`config.mk`:
```
export PLATFORM = sky130hd
export DESIGN_NAME = bimodal_predictor_flat
export DESIGN_NICKNAME = d
export VERILOG_FILES = /design/src/rtl/mips_bp_pkg.sv /design/src/rtl/bimodal_predictor_if.sv /design/src/rtl/bp_counter_table.sv /design/src/rtl/bimodal_predictor.sv /design/src/flat_wrapper.sv
export SDC_FILE = /design/constraint.sdc
export NUM_CORES = 1
export LEC_CHECK = 0
export BUFFER_PORTS_ARGS = -buffer_cell sky130_fd_sc_hd__buf_2
export CAP_MARGIN = 30
export CORE_MARGIN = 2
export CORE_UTILIZATION = 25
export DETAILED_ROUTE_END_ITERATION = 6
export GPL_ROUTABILITY_DRIVEN = 0
export RECOVER_POWER = 100
export SLEW_MARGIN = 20
export SYNTH_ARGS = -nofsm -noshare
export SYNTH_HDL_FRONTEND = slang
export SYNTH_HIERARCHICAL = 1
export SYNTH_SLANG_ARGS = --single-unit
export TNS_END_PERCENT = 50
```
`constraint.sdc`:
```
create_clock -name CLK -period 5.3 [get_ports CLK]
set_clock_uncertainty 0.2 [all_clocks]
set_input_delay 1.59 -clock CLK [delete_from_list [all_inputs] [get_ports CLK]]
set_output_delay 1.59 -clock CLK [all_outputs]
set_load 0.01 [all_outputs]
```
`src/rtl/mips_bp_pkg.sv`:
```
// Shared constants and helpers for the bimodal branch predictor.
// Contents: MIPS branch opcodes, REGIMM rt codes, 2-bit counter encodings, saturating update.
package mips_bp_pkg;

  localparam logic [5:0] OP_REGIMM = 6'b000001;
  localparam logic [5:0] OP_BEQ    = 6'b000100;
  localparam logic [5:0] OP_BNE    = 6'b000101;
  localparam logic [5:0] OP_BLEZ   = 6'b000110;
  localparam logic [5:0] OP_BGTZ   = 6'b000111;

  localparam logic [4:0] RT_BLTZ = 5'b00000;
  localparam logic [4:0] RT_BGEZ = 5'b00001;

  typedef enum logic [1:0] {
    SNT = 2'b00,
    WNT = 2'b01,
    WT  = 2'b10,
    ST  = 2'b11
  } cnt_e;

  function automatic logic [1:0] sat_update(input logic [1:0] cnt, input logic taken);
    logic [1:0] nxt;
    nxt = cnt;
    if (taken && (cnt != ST)) begin
      nxt = cnt + 2'd1;
    end else if (!taken && (cnt != SNT)) begin
      nxt = cnt - 2'd1;
    end
    return nxt;
  endfunction

endpackage

```
`src/rtl/bimodal_predictor_if.sv`:
```
// Signal bundle between the core pipeline (master) and the bimodal predictor (slave).
interface bimodal_predictor_if;
  logic        STALL;
  logic        FLUSH;
  logic [31:0] Instr_input;
  logic [31:0] Instr_addr_input;
  logic        Branch_resolved;
  logic [31:0] Branch_resolved_addr;
  logic        Branch_outcome;
  logic        Branch_mispredicted;
  logic        Taken;
  logic        Is_branch;
  logic [31:0] Predict_count;
  logic [31:0] Mispredict_count;

  modport master (
    output STALL, FLUSH, Instr_input, Instr_addr_input,
    output Branch_resolved, Branch_resolved_addr, Branch_outcome, Branch_mispredicted,
    input  Taken, Is_branch, Predict_count, Mispredict_count
  );

  modport slave (
    input  STALL, FLUSH, Instr_input, Instr_addr_input,
    input  Branch_resolved, Branch_resolved_addr, Branch_outcome, Branch_mispredicted,
    output Taken, Is_branch, Predict_count, Mispredict_count
  );
endinterface

```
`src/rtl/bp_counter_table.sv`:
```
// Table of 2-bit saturating counters: one combinational read port, one training write port,
// with write-first bypass so a same-cycle read sees the trained value.
module bp_counter_table
  import mips_bp_pkg::*;
#(
  parameter int unsigned INDEX_BITS = 6,
  parameter logic [1:0]  CNT_INIT   = 2'b01
) (
  input  logic                  CLK,
  input  logic                  RESET,
  input  logic [INDEX_BITS-1:0] rd_idx,
  output logic [1:0]            rd_cnt,
  input  logic                  wr_en,
  input  logic [INDEX_BITS-1:0] wr_idx,
  input  logic                  wr_taken
);

  localparam int unsigned Entries = 2 ** INDEX_BITS;

  logic [1:0] cnt_q [Entries];
  logic [1:0] wr_cnt;

  assign wr_cnt = sat_update(cnt_q[wr_idx], wr_taken);

  always_ff @(posedge CLK or negedge RESET) begin
    if (!RESET) begin
      for (int unsigned i = 0; i < Entries; i++) begin
        cnt_q[i] <= CNT_INIT;
      end
    end else if (wr_en) begin
      cnt_q[wr_idx] <= wr_cnt;
    end
  end

  always_comb begin
    rd_cnt = cnt_q[rd_idx];
    if (wr_en && (wr_idx == rd_idx)) begin
      rd_cnt = wr_cnt;
    end
  end

endmodule

```
`src/rtl/bimodal_predictor.sv`:
```
// Bimodal branch predictor: decodes the IF instruction, registers a taken/branch prediction
// for MEM, trains the counter table from MEM resolutions and keeps prediction statistics.
module bimodal_predictor
  import mips_bp_pkg::*;
#(
  parameter int unsigned INDEX_BITS = 6,
  parameter logic [1:0]  CNT_INIT   = 2'b01
) (
  input logic                CLK,
  input logic                RESET,
  bimodal_predictor_if.slave bus
);

  logic [5:0]            opcode;
  logic [4:0]            rt;
  logic                  is_br;
  logic [1:0]            rd_cnt;
  logic [INDEX_BITS-1:0] rd_idx;
  logic [INDEX_BITS-1:0] wr_idx;
  logic                  taken_q;
  logic                  is_branch_q;
  logic [31:0]           pred_cnt_q;
  logic [31:0]           mis_cnt_q;

  assign opcode = bus.Instr_input[31:26];
  assign rt     = bus.Instr_input[20:16];
  assign rd_idx = bus.Instr_addr_input[INDEX_BITS+1:2];
  assign wr_idx = bus.Branch_resolved_addr[INDEX_BITS+1:2];

  always_comb begin
    is_br = 1'b0;
    case (opcode)
      OP_BEQ, OP_BNE, OP_BLEZ, OP_BGTZ: is_br = 1'b1;
      OP_REGIMM:                        is_br = (rt == RT_BLTZ) || (rt == RT_BGEZ);
      default:                          is_br = 1'b0;
    endcase
  end

  bp_counter_table #(
    .INDEX_BITS(INDEX_BITS),
    .CNT_INIT  (CNT_INIT)
  ) u_table (
    .CLK     (CLK),
    .RESET   (RESET),
    .rd_idx  (rd_idx),
    .rd_cnt  (rd_cnt),
    .wr_en   (bus.Branch_resolved),
    .wr_idx  (wr_idx),
    .wr_taken(bus.Branch_outcome)
  );

  always_ff @(posedge CLK or negedge RESET) begin
    if (!RESET) begin
      taken_q     <= 1'b0;
      is_branch_q <= 1'b0;
      pred_cnt_q  <= '0;
    end else if (bus.FLUSH) begin
      taken_q     <= 1'b0;
      is_branch_q <= 1'b0;
    end else if (!bus.STALL) begin
      taken_q     <= rd_cnt[1] & is_br;
      is_branch_q <= is_br;
      if (is_br) begin
        pred_cnt_q <= pred_cnt_q + 32'd1;
      end
    end
  end

  // Training statistics run independently of STALL/FLUSH.
  always_ff @(posedge CLK or negedge RESET) begin
    if (!RESET) begin
      mis_cnt_q <= '0;
    end else if (bus.Branch_resolved && bus.Branch_mispredicted) begin
      mis_cnt_q <= mis_cnt_q + 32'd1;
    end
  end

  assign bus.Taken            = taken_q;
  assign bus.Is_branch        = is_branch_q;
  assign bus.Predict_count    = pred_cnt_q;
  assign bus.Mispredict_count = mis_cnt_q;

endmodule

```
`src/flat_wrapper.sv`:
```
// flat-port wrapper written by rule: the top's interface ports become plain ports
module bimodal_predictor_flat import mips_bp_pkg::*;
#(
  parameter int unsigned INDEX_BITS = 6,
  parameter logic [1:0]  CNT_INIT   = 2'b01
)
  (CLK, RESET, bus_STALL, bus_FLUSH, bus_Instr_input, bus_Instr_addr_input, bus_Branch_resolved, bus_Branch_resolved_addr, bus_Branch_outcome, bus_Branch_mispredicted, bus_Taken, bus_Is_branch, bus_Predict_count, bus_Mispredict_count);
  bimodal_predictor_if bus_i ();
  input logic CLK;
  input logic RESET;
  input wire logic [$bits(bus_i.STALL)-1:0] bus_STALL;
  input wire logic [$bits(bus_i.FLUSH)-1:0] bus_FLUSH;
  input wire logic [$bits(bus_i.Instr_input)-1:0] bus_Instr_input;
  input wire logic [$bits(bus_i.Instr_addr_input)-1:0] bus_Instr_addr_input;
  input wire logic [$bits(bus_i.Branch_resolved)-1:0] bus_Branch_resolved;
  input wire logic [$bits(bus_i.Branch_resolved_addr)-1:0] bus_Branch_resolved_addr;
  input wire logic [$bits(bus_i.Branch_outcome)-1:0] bus_Branch_outcome;
  input wire logic [$bits(bus_i.Branch_mispredicted)-1:0] bus_Branch_mispredicted;
  output wire logic [$bits(bus_i.Taken)-1:0] bus_Taken;
  output wire logic [$bits(bus_i.Is_branch)-1:0] bus_Is_branch;
  output wire logic [$bits(bus_i.Predict_count)-1:0] bus_Predict_count;
  output wire logic [$bits(bus_i.Mispredict_count)-1:0] bus_Mispredict_count;
  assign bus_i.STALL = bus_STALL;
  assign bus_i.FLUSH = bus_FLUSH;
  assign bus_i.Instr_input = bus_Instr_input;
  assign bus_i.Instr_addr_input = bus_Instr_addr_input;
  assign bus_i.Branch_resolved = bus_Branch_resolved;
  assign bus_i.Branch_resolved_addr = bus_Branch_resolved_addr;
  assign bus_i.Branch_outcome = bus_Branch_outcome;
  assign bus_i.Branch_mispredicted = bus_Branch_mispredicted;
  assign bus_Taken = bus_i.Taken;
  assign bus_Is_branch = bus_i.Is_branch;
  assign bus_Predict_count = bus_i.Predict_count;
  assign bus_Mispredict_count = bus_i.Mispredict_count;
  bimodal_predictor #(.INDEX_BITS(INDEX_BITS), .CNT_INIT(CNT_INIT)) u_core (.CLK(CLK), .RESET(RESET), .bus(bus_i));
endmodule
```
Word level (Yosys, flattened, before mapping)
Cells that the tools add are included.

Input bits: 103. Output and inout port bits: 66. Logic and storage cells: 117. Register bits: 194.

Add/subtract/negate cells: 4. Bitwise logic cells: 5. Reductions and logical operators: 11. Magnitude comparators: 3. Eq/ne operators: 9. Muxes and demuxes: 17.

Operator list (number): $bwmux 128 (1); $add 32x1->32 const B (2); $bmux 2 s6 (2); $eq 6x3->1 const B (4); $mux 2 (8); $ge 7x7->1 const B (2); $not 6->7 (2); $demux 2 s6 (1); $lt 7x1->1 const B (1); $eq 6x1->1 const B (1); $eq 6x6->1 (1); $eq 5x1->1 const B (1); $logic_and 1x1->1 (5); $logic_not 5->1 (1); $mux 1 (4); $reduce_or 4->1 (1); $reduce_and 3->1 (1); $add 2x1->2 const B (1); $ne 2x1->1 const B (1); $ne 2x2->1 const B (1); $not 1->1 (2); $pmux 1 s2 (1); $reduce_bool 2->1 (1); $sub 2x1->2 const B (1); 3 further kinds (3).

Longest topological paths before layout
Gate-level depths: netlist of run 1.

Depth after elaboration: 12. Gate-level depth with buffers: 16. Gate-level depth less buffers: 12.

By module
The synthesis of run 1 kept the hierarchy.

By module, submodules not included: bp_counter_table (sequential area each 3283.1 µm², cells an instance 582, area each 7657.3 µm², times used 1); bimodal_predictor (sequential area each 1651.6 µm², cells an instance 258, area each 2977.9 µm², times used 1).

Least setup slack after synthesis of run 1
Ideal clock, no wire load.

Path type: input to register. Start: input bus_Branch_resolved_addr[4]. End: register u_core.taken_q, in the netlist u_core/bus.Taken. Library setup time: 0.121 ns. Path buffers: 3. Stages on the path: 14. Data required time: 4.979 ns. Data arrival time: 4.205 ns. Slack: 0.774 ns. Cell sequence: buf_2 buf_2 mux4_2 nand3_1 o211ai_1 or4_4 nor2_1 ha_1 nand2b_1 a211oi_2 nor3_1 clkbuf_1 mux2_2 a22o_1.

Cells in the longest elaborated chain, start to end: 12. Elaborated cells between the ends (all ways): 18. Classes of those cells: 2 x add/sub; 2 x eq/ne; 8 x mux; 2 x bitwise; 4 x reduce/logical.

RTL lines: start, declared (line flat_wrapper.sv:16) `input wire logic [$bits(bus_i.Branch_resolved_addr)-1:0] bus_Branch_resolved_addr;`; branches (longest 8 deep; another with $sub 2x1->2); $mux 2 (*) (line bp_counter_table.sv:37) `if (wr_en && (wr_idx == rd_idx)) begin`; named net u_core.rd_cnt[1] (line bimodal_predictor.sv:17) `logic [1:0] rd_cnt;`; $and 1x1->1 (*) (line bimodal_predictor.sv:61) `taken_q <= rd_cnt[1] & is_br;`; $mux 1 (*) (line bimodal_predictor.sv:60) `end else if (!bus.STALL) begin`; $mux 1 (*) (line bimodal_predictor.sv:57) `end else if (bus.FLUSH) begin`; end signal, assigned (line bimodal_predictor.sv:61); end, declared (line bimodal_predictor.sv:20) `logic taken_q;`.

Mark *: on every way through the listed nets, which the timed path passes. The select of a mux whose other input is x is not followed. A chain may end at the register's enable or synchronous reset.

Final worst setup path of run 1
Start: input bus_Branch_resolved_addr[2]. End: register u_core/u_table/cnt_q[101] (netlist name).

Cells in the longest elaborated chain, start to end: 9. Elaborated cells between the ends (all ways): 18. Classes of those cells: 2 x add/sub; 2 x order compare; 1 x eq/ne; 8 x mux; 1 x bitwise; 4 x reduce/logical.

RTL lines: $not 6->7 (not written as such) (*) (line bp_counter_table.sv:23, bp_counter_table.sv:31); branches (longest 7 deep; another with $sub 2x1->2); $bwmux 128 (*) (line bp_counter_table.sv:31) `cnt_q[wr_idx] <= wr_cnt;`; end signal, assigned by index (line bp_counter_table.sv:31); end, declared (line bp_counter_table.sv:20) `logic [1:0] cnt_q [Entries];`.

Mark *: on every way between the ends. The select of a mux whose other input is x is not followed.

==> key figures, run 1 <==
Critical path
  • Worst Setup End Kind: register
  • Crit path buf inv count: 2
  • CP Class: input pin to register
  • WP data required: 5.50 ns
  • Arr. time, crit path: 5.04 ns
  • CP Cell Sequence: buf_2 > mux4_1 > mux2i_1 > o211ai_1 > or4_1 > nor2_1 > ha_1 > nor3b_1 > nor3_2 > clkbuf_2 > mux2_2
  • Crit Path Max Fanout: 24
  • Worst Setup Start Kind: input pin
  • Slowest CP cell: mux4_1
  • Max incr delay on CP: around 0.61 ns
  • Top Family by Delay on Critical Path: simple AND/OR/NAND/NOR gates

Power and ir drop
  • Total power: between 4 and 5 mW
  • Pwr dens: about 350 mW/mm^2
  • VDD IR max: around 0.00024 V
  • Pleak: between 4 and 5 nW

Run status
  • Failing checks: max-capacitance violations, max-slew violations
  • Outcome: complete, but fails checks

Floorplanning
  • Die Ht: 205 um
  • I/O pin count: roughly 170
  • Die ar.: 0.0422 sq mm
  • Row Count: 73
  • Initial Util: 25.4%
  • Core region area: roughly 0.04 sq mm
  • Die X: about 210 um

Timing
  • Min cycle time layout: just under 5 ns
  • Fin. max-slew vios: 77
  • Final hold slack: between 0.2 and 0.3 ns
  • Slew HR: -34.9%
  • Setup ws final: between 0.4 and 0.5 ns
  • Setup TNS: 0 ns
  • Final Cycle Share: between 90% and 100%
  • Slew @ Worst Pin: between 2 and 2.5 ns
  • RSZ-0062 raised after global routing: false
  • Final Hold Viols: 0
  • # setup viols final: 0
  • FMAX: 207 MHz

Clock network
  • # Post-CTS Setup Buffers: 0
  • H-tree levels: 4
  • TritonCTS buffer count: 17
  • Max Root-Sink Buffers: 2
  • Cts repair resizes: 0
  • Reg clk slew, reported paths: 0.08 ns
  • CTS tree: built
  • Worst skew pair latency: about 0.46 ns
  • Clk root buf: clkbuf_16
  • Hold_buf cts: 0
  • Clock sinks: 194

Global routing
  • Largest net degree at the start of global routing: 78
  • Grt ovf: 0
  • Global-route wire length before repair: around 41000 um
  • Number of global-route vias before repair: roughly 7100
  • Initial antenna violation count: 0
  • Overall routing resource usage: roughly an eighth

Job
  • Max cap viols: 1

Placed design
  • # port buffers: 94
  • Detailed placer's ending HPWL: about 18000 um
  • Pre-CTS setup slack: just over 0.1 ns

Detailed routing
  • WL final: ~26000 um
  • DRC Markers: 0
  • Vias per inst: approximately 4.8
  • Routed length per instance: ~18 um
  • DR pass1 iterations: 5
  • Via count: about 6900
  • Initial drt markers: about 330
  • DRT antenna net count: 0

Final layout
  • Layout cells sized above 1: 35.5%
  • ANT cells: 0
  • Layout area overhead: 15.2%
  • Fin nets: slightly above 1000
  • Fillers: around 4100
  • Most frequent cells in the layout: mux2_2 (134), dfrtp_1 (130), clkbuf_1 (70)
  • Commonest non-fill, non-tap cell in the layout: mux2_2

Hold path
  • Hold crit path type: register to register

Logic synthesis
  • Synthesized instance count: about 800
  • Syn Nets: around 900
  • Avg Inst Size Synth: between 10 and 15 sq um
  • Ys Warns: 6
  • Mapped Area: about 0.010 sq mm
## routing by layer
metal  track usage (%)  wire length, um  vias to the layer above
li1                  -                -                     3148
met1              16.5            11400                     3578
met2              20.1            12500                      188
met3              2.93             1360                       34
met4              4.70              514                        0
met5                 0                0                        -
## stage by stage
| step | std cells | util, % | cell area [sq um] |
|---|---|---|---|
| finish | 1445 | 29.3 | 11700 |
| global route | 1445 | 29.3 | 11700 |
| CTS | 1444 | 29.6 | 11800 |
| detailed placement | 1412 | 28.2 | 11200 |
| global placement | 1412 | 28.2 | 11200 |
| floorplan | 815 | - | 10100 |
## final cells by class
type / count / area [sq um] / share of cell area [%]
clock buffer: 18 / 439 / 3.76
inverter: 6 / 22.5 / 0.193
clock inverter: 14 / 146 / 1.25
multi-input combinational: 566 / 4850 / 41.5
timing repair buffer: 122 / 633 / 5.42
tap: 525 / 657 / 5.62
sequential: 194 / 4930 / 42.2
## sequential cells by signal, indices dropped and copies added (netlist names)
register	count
u_core/u_table/cnt_q	128
u_core/bus.Mispredict_count	32
u_core/bus.Predict_count	32
u_core/bus.Is_branch	1
u_core/bus.Taken	1
## report_power, final
part           internal (mW)  switching (mW)  total (mW)
clock                  0.676           0.634        1.31
combinational          0.405           0.424       0.829
sequential              1.81           0.170        1.98
## path summary, 6_finish.rpt
| path | cells after the start | startpoint | slack, ns | endpoint |
|---|---|---|---|---|
| max in group asynchronous | 2 | RESET | 1.47 | u_core/u_table/cnt_q[117] |
| max | 11 | bus_Branch_resolved_addr[2] | 0.46 | u_core/u_table/cnt_q[101] |
| max reg2reg | 10 | u_core/u_table/cnt_q[77] | 1.63 | u_core/u_table/cnt_q[101] |
| min | 1 | u_core/bus.Mispredict_count[31] | 0.27 | u_core/bus.Mispredict_count[31] |
| min reg2reg | 1 | u_core/bus.Mispredict_count[31] | 0.27 | u_core/bus.Mispredict_count[31] |
| min in group asynchronous | 1 | RESET | 1.50 | u_core/bus.Taken |
## worst reg2reg max path: cells and delay by family (launching register included)
kind / cells / cell delay (ns)
and+or+nand+nor: 4 / 1.20
adders and majority gates: 1 / 0.26
DFF: 1 / 0.39
buffers and inverters: 1 / 0.48
muxes: 3 / 0.94
AOI/OAI and AO/OA: 1 / 0.14
Note: power is estimated with default switching activity, not from simulation.
==> inputs of run 2 (changes only) <==
CTS_BUF_LIST = sky130_fd_sc_hd__clkbuf_16   (was unset)
clock period = 4.81 ns   (was 5.3 ns; I/O delays follow)
==> run 2 against run 1 <==
Against the previous run:
- the flow still finishes with violations (max-capacitance violations, max-slew violations)
- register-to-register slack worse by 0.26 ns
- critical endpoint is now u_core/u_table/cnt_q[121]
- combinational power is 12% higher
- critical path depth is 1 higher
- first-iteration DRC count is 34% higher
- global-route usage is 0.25 points higher
- critical path type unchanged
==> key figures, run 2 (synthesized netlist as in run 1, its figures left out) <==
Final layout
  • ANT cells: 0
  • Layout cells sized above 1: 37.5%
  • Finished Core Util: 29.8%
  • Commonest non-fill, non-tap cell in the layout: mux2_2
  • Top reg by flops: u_core/u_table/cnt_q
  • Max reg flops: 128
  • Layout area overhead: 17.2%
  • Fin nets: 1036
  • Most frequent cells in the layout: mux2_2 (135), dfrtp_1 (130), clkbuf_1 (68), nand2_1 (68), dfstp_2 (64)

Clock network
  • Max Root-Sink Buffers: 2
  • Worst skew pair latency: 0.47 ns
  • Cts repair resizes: 0
  • H-tree levels: 4
  • CTS tree: built
  • Hold_buf cts: 0
  • Clk root buf: clkbuf_16
  • # Post-CTS Setup Buffers: 0
  • TritonCTS buffer count: 17
  • Clock sinks: a little under 200
  • Reg clk slew, reported paths: 0.08 ns

Timing
  • Final Hold Viols: 0
  • Final hold slack: 0.278 ns
  • # setup viols final: 0
  • Fin. max-slew vios: 98
  • RSZ-0062 raised after global routing: false
  • Min cycle time layout: between 4 and 5 ns
  • Setup TNS: 0 ns
  • Slew HR: -72.5%
  • Final Cycle Share: a little over nine tenths
  • FMAX: between 200 and 250 MHz
  • Slew @ Worst Pin: 2.59 ns
  • Setup ws final: between 0.2 and 0.3 ns

Critical path
  • WP data required: approximately 5 ns
  • CP Cell Sequence: clkbuf_2 > buf_4 > mux4_2 > and3_1 > a31oi_1 > nand4_1 > nor2_1 > ha_1 > nor3b_1 > nor3_2 > buf_4 > mux2_2
  • CP Class: input pin to register
  • Worst Setup End Kind: register
  • Max incr delay on CP: around 0.5 ns
  • Arr. time, crit path: approximately 4.7 ns
  • Top Family by Delay on Critical Path: simple AND/OR/NAND/NOR gates
  • Crit Path Max Fanout: 33
  • Slowest CP cell: mux4_2
  • Top cell by count, worst path: buf_4
  • Crit path buf inv count: 3
  • Worst Setup Start Kind: input pin

Detailed routing
  • Initial drt markers: 448
  • Via count: 7001
  • DRC Markers: 0
  • Vias per inst: about 4.8
  • DR pass1 iterations: 6
  • Routed length per instance: approximately 18 um
  • WL final: around 26000 um
  • DRT antenna net count: 0

Run status
  • Failing checks: max-capacitance violations, max-slew violations
  • Outcome: complete, but fails checks

Floorplanning
  • Core region area: about 0.04 sq mm
  • Die Ht: ~200 um
  • Die ar.: approximately 0.042 sq mm
  • Initial Util: 25.4%
  • I/O pin count: around 170
  • Row Count: between 70 and 80
  • Die X: roughly 200 um

Global routing
  • Grt ovf: 0
  • Largest net degree at the start of global routing: 99
  • Initial antenna violation count: 0
  • Global-route wire length before repair: about 42000 um
  • Overall routing resource usage: around an eighth
  • Number of global-route vias before repair: around 7200

Job
  • Max cap viols: 1

Power and ir drop
  • Pleak: 5.09 nW
  • Pwr dens: approximately 390 mW/mm^2
  • Total power: 4.60 mW
  • VDD IR max: about 0.00027 V

Hold path
  • Hold crit path type: register to register

Placed design
  • # port buffers: between 90 and 100
  • Detailed placer's ending HPWL: between 15000 and 20000 um
  • Pre-CTS setup slack: -0.255 ns
-- run 2: layout make-up --
class,count,area [sq um]
Inverter,6,22.5
Timing Repair Buffer,144,810
Multi-Input combinational cell,566,4850
Tap cell,525,657
Fill cell,4116,28000
Clock buffer,17,425
Sequential cell,194,4930
Clock inverter,15,186
-- run 2: worst reg2reg max path, stage by stage, from the launching register on --
cell	delay, ns
dfrtp_1	0.41
mux4_2	0.48
mux2i_1	0.17
nor2_1	0.09
or4_4	0.54
nor2_1	0.16
ha_1	0.27
nor3b_1	0.15
nor3_2	0.28
buf_4	0.40
mux2_2	0.24
-- run 2: power breakdown --
part           total (mW)  switching [mW]  internal (mW)
clock                1.49           0.743          0.748
combinational       0.927           0.469          0.458
sequential           2.18           0.187           1.99
total                4.60            1.40           3.20
-- run 2: worst paths after layout --
path                                        startpoint                        end  slack [ns]  depth (start not counted)
min reg2reg                       u_core/bus.Is_branch       u_core/bus.Is_branch        0.28                          1
min                               u_core/bus.Is_branch       u_core/bus.Is_branch        0.28                          1
min in group asynchronous                        RESET   u_core/u_table/cnt_q[49]        1.57                          1
max reg2reg                    u_core/u_table/cnt_q[9]  u_core/u_table/cnt_q[121]        1.37                         10
max                        bus_Branch_resolved_addr[3]  u_core/u_table/cnt_q[121]        0.26                         12
max in group asynchronous                        RESET   u_core/u_table/cnt_q[79]        0.99                          2
-- run 2: per-stage QoR --
stage	std cells	area (sq um)
6_report	1467	11900
5_1_grt	1467	11900
4_1_cts	1467	12000
3_5_place_dp	1435	11400
3_3_place_gp	1435	11400
2_1_floorplan	815	10100
-- run 2: routing by layer --
metal | up-vias | GRT usage (%) | wire length, um
li1 | 3180 | - | -
met1 | 3624 | 17.1 | 11700
met2 | 165 | 20.5 | 12600
met3 | 32 | 2.87 | 1190
met4 | 0 | 4.42 | 602
met5 | - | 0 | 0
==> inputs of run 3 (changes only) <==
SYNTH_HIERARCHICAL = unset   (was 1)
==> run 3 against run 2 <==
Against the previous run:
- the flow still finishes with violations (max-capacitance violations, max-slew violations)
- area after synthesis is 2.6% lower
- sequential share of layout area rose by 0.79 points
- fmax increased by 0.87%
- core utilization grew 0.26 points
- register-to-register slack barely moved
- clock-buffer cell count unchanged
- die area decreased by 2.5%
- final cell count shrank 3.0%
- critical endpoint is now u_core.u_table.cnt_q[83]
==> key figures, run 3 <==
Logic synthesis
  • Ys flop type: dfrtp_1
  • Ys Warns: 0
  • Synth top area cells: dfrtp_1 (33%), dfstp_2 (17%), mux2_2 (15%)
  • Ys async rst share: 100%
  • Adder-cell share of the synthesized area: less than 1%
  • Mux cell area share after synthesis: 25.4%
  • Post-synth top area cell: dfrtp_1
  • Avg Inst Size Synth: 12.8 sq um
  • Seq/Total Area, Yosys: about half
  • Synth cell count leaders: mux2_2 (136), dfrtp_1 (130), nand2_1 (65)
  • Syn Nets: 880
  • Mapped Area: ~0.01 sq mm
  • Synth Area in Compound Gates: 3.86%
  • Synthesized instance count: 773
  • Most common cell in the netlist: mux2_2
  • Simple-Gate Fraction of Synth Area: between 10% and 20%
  • Synth top area share: between 30% and 40%
  • Post-synthesis register bit count: 194
  • XOR/XNOR share of the synthesized area: 6.19%
  • Largest family of logic cells by synthesized area: multiplexers
  • Yosys cell types: 57
  • Number of flops mapped to enable cells by yosys: 0

Critical path
  • Max incr delay on CP: between 0.5 and 0.6 ns
  • Reg2reg end: u_core.u_table.cnt_q[83]
  • R2r startpoint: u_core.u_table.cnt_q[49]
  • Slowest CP cell: mux4_2
  • CP Class: input pin to register
  • WP data required: 4.99 ns
  • Cells on worst reg2reg path: 13
  • Worst Setup End Kind: register
  • Worst Setup Start Kind: input pin
  • Crit Path Max Fanout: 21
  • Reg2Reg Setup Slack: 1.37 ns
  • CP Cell Sequence: clkbuf_2 > buf_12 > mux4_2 > mux2i_1 > o22ai_1 > a221oi_2 > o2111ai_2 > ha_1 > nand2_1 > inv_1 > o211ai_1 > nor3b_2 > clkbuf_4 > mux2_2
  • Arr. time, crit path: between 4 and 5 ns

Run status
  • Failing checks: max-capacitance violations, max-slew violations
  • Outcome: complete, but fails checks

Final layout
  • Fin nets: 999
  • Max reg flops: approximately 130
  • Top reg by flops: u_core.u_table.cnt_q
  • ANT cells: 0
  • Most frequent cells in the layout: mux2_2 (136), dfrtp_1 (130), clkbuf_1 (69)
  • Commonest non-fill, non-tap cell in the layout: mux2_2
  • Layout cells sized above 1: a little under two fifths
  • Layout area overhead: 18.0%

Hold path
  • Hold Path Sink: u_core.bus.Predict_count[31]
  • Hold crit path type: register to register
  • Hold depth: 1
  • Hold Path Origin: u_core.bus.Predict_count[31]

Global routing
  • Met2 Usage GRT: around a fifth
  • Met1 GRT Util: between 10% and 20%
  • Layer with the highest usage: met2
  • Grt ovf: 0
  • Initial antenna violation count: 0
  • Met3 Track Usage GR: 2.62%
  • Number of global-route vias before repair: between 6000 and 7000
  • Largest net degree at the start of global routing: 85
  • Global-route wire length before repair: 39100 um
  • Overall routing resource usage: about an eighth

Job
  • Max cap viols: 1

Clock network
  • # Post-CTS Setup Buffers: 0
  • Cts repair resizes: 0
  • Clock sinks: around 190
  • H-tree levels: 4
  • CTS tree: built
  • Max Root-Sink Buffers: 2
  • Hold_buf cts: 0
  • Clk root buf: clkbuf_16
  • TritonCTS buffer count: 17
  • Reg clk slew, reported paths: approximately 0.070 ns
  • Worst skew pair latency: around 0.45 ns

Detailed routing
  • WL final: about 24000 um
  • Routed length per instance: 17.2 um
  • DRC Markers: 0
  • Via count: 6700
  • Vias per inst: between 4 and 5
  • DRT antenna net count: 0
  • DR pass1 iterations: 5
  • Initial drt markers: a little under 400

Timing
  • Final Cycle Share: 93.7%
  • Final hold slack: around 0.27 ns
  • Fin. max-slew vios: 85
  • RSZ-0062 raised after global routing: false
  • # setup viols final: 0
  • Slew HR: -42.9%
  • FMAX: 222 MHz
  • Min cycle time layout: 4.51 ns
  • Final Hold Viols: 0
  • Slew @ Worst Pin: between 2 and 2.5 ns

Power and ir drop
  • VDD IR max: 0.000256 V
  • Pwr dens: between 300 and 400 mW/mm^2
  • Total power: 4.57 mW
  • Pleak: between 4 and 5 nW

Placed design
  • # port buffers: between 90 and 100
  • Detailed placer's ending HPWL: approximately 17000 um

Floorplanning
  • Die Ht: around 200 um
  • Die X: a little over 200 um
  • I/O pin count: ~170
  • Initial Util: between 20% and 30%
  • Die ar.: 0.0412 sq mm
  • Row Count: just over 70
  • Core region area: between 0.03 and 0.04 sq mm
==> run 3: cells by family after synthesis <==
kind of cell    Yosys count
xor+xnor                 69
flops                   194
simple gates            226
compound gates           48
mux                     185
buf+inv                  47
fa+ha+maj                 4
==> run 3: per-layer routing <==
layer	wire length (um)	vias to the layer above
li1	-	3055
met1	10900	3429
met2	11700	180
met3	1160	36
met4	653	0
met5	0	-
==> run 3: area by class of cell <==
type,count,area [sq um]
timing repair buffer,139,802
clock inverter,15,143
inverter,8,30.0
multi-input combinational,532,4690
sequential,194,4930
fill,3942,27200
clock buffer,17,425
tap,518,648
==> run 3: how the worst max path moves through the flow <==
stage	startpoint	endpoint	slack [ns]
floorplan	bus_Branch_resolved_addr[2]	u_core.u_table.cnt_q[102]	0.44
global placement	bus_Branch_resolved_addr[2]	u_core.u_table.cnt_q[49]	-0.12
detailed placement	bus_Branch_resolved_addr[2]	u_core.u_table.cnt_q[43]	-0.17
CTS	bus_Branch_resolved_addr[2]	u_core.u_table.cnt_q[35]	0.27
global route	bus_Branch_resolved_addr[2]	u_core.u_table.cnt_q[83]	0.07
finish	bus_Branch_resolved_addr[2]	u_core.u_table.cnt_q[83]	0.30
==> run 3: report_power, final <==
part           leakage, nW  switching (mW)  internal [mW]
combinational         2.17           0.454          0.504
clock                0.279           0.652          0.762
sequential            2.43           0.195           2.01
==> run 3: metrics by stage <==
stage / instance area (sq um) / setup TNS (ns) / utilization (%) / instances / setup WS (ns)
floorplan: 9890 / 0 / - / 773 / 0.442
global placement: 11200 / -9.72 / 28.9 / 1391 / -0.117
detailed placement: 11200 / -13.70 / 28.9 / 1391 / -0.169
CTS: 11800 / 0 / 30.4 / 1423 / 0.270
global route: 11700 / 0 / 30.1 / 1423 / 0.0739
finish: 11700 / 0 / 30.1 / 1423 / 0.301
==> run 3: worst max-delay path, delay by kind of cell <==
family	cells	cell delay [ns]
AOI/OAI and AO/OA	4	0.84
adders and majority gates	1	0.28
muxes	3	0.90
buffers and inverters	4	0.83
and+or+nand+nor	2	0.39
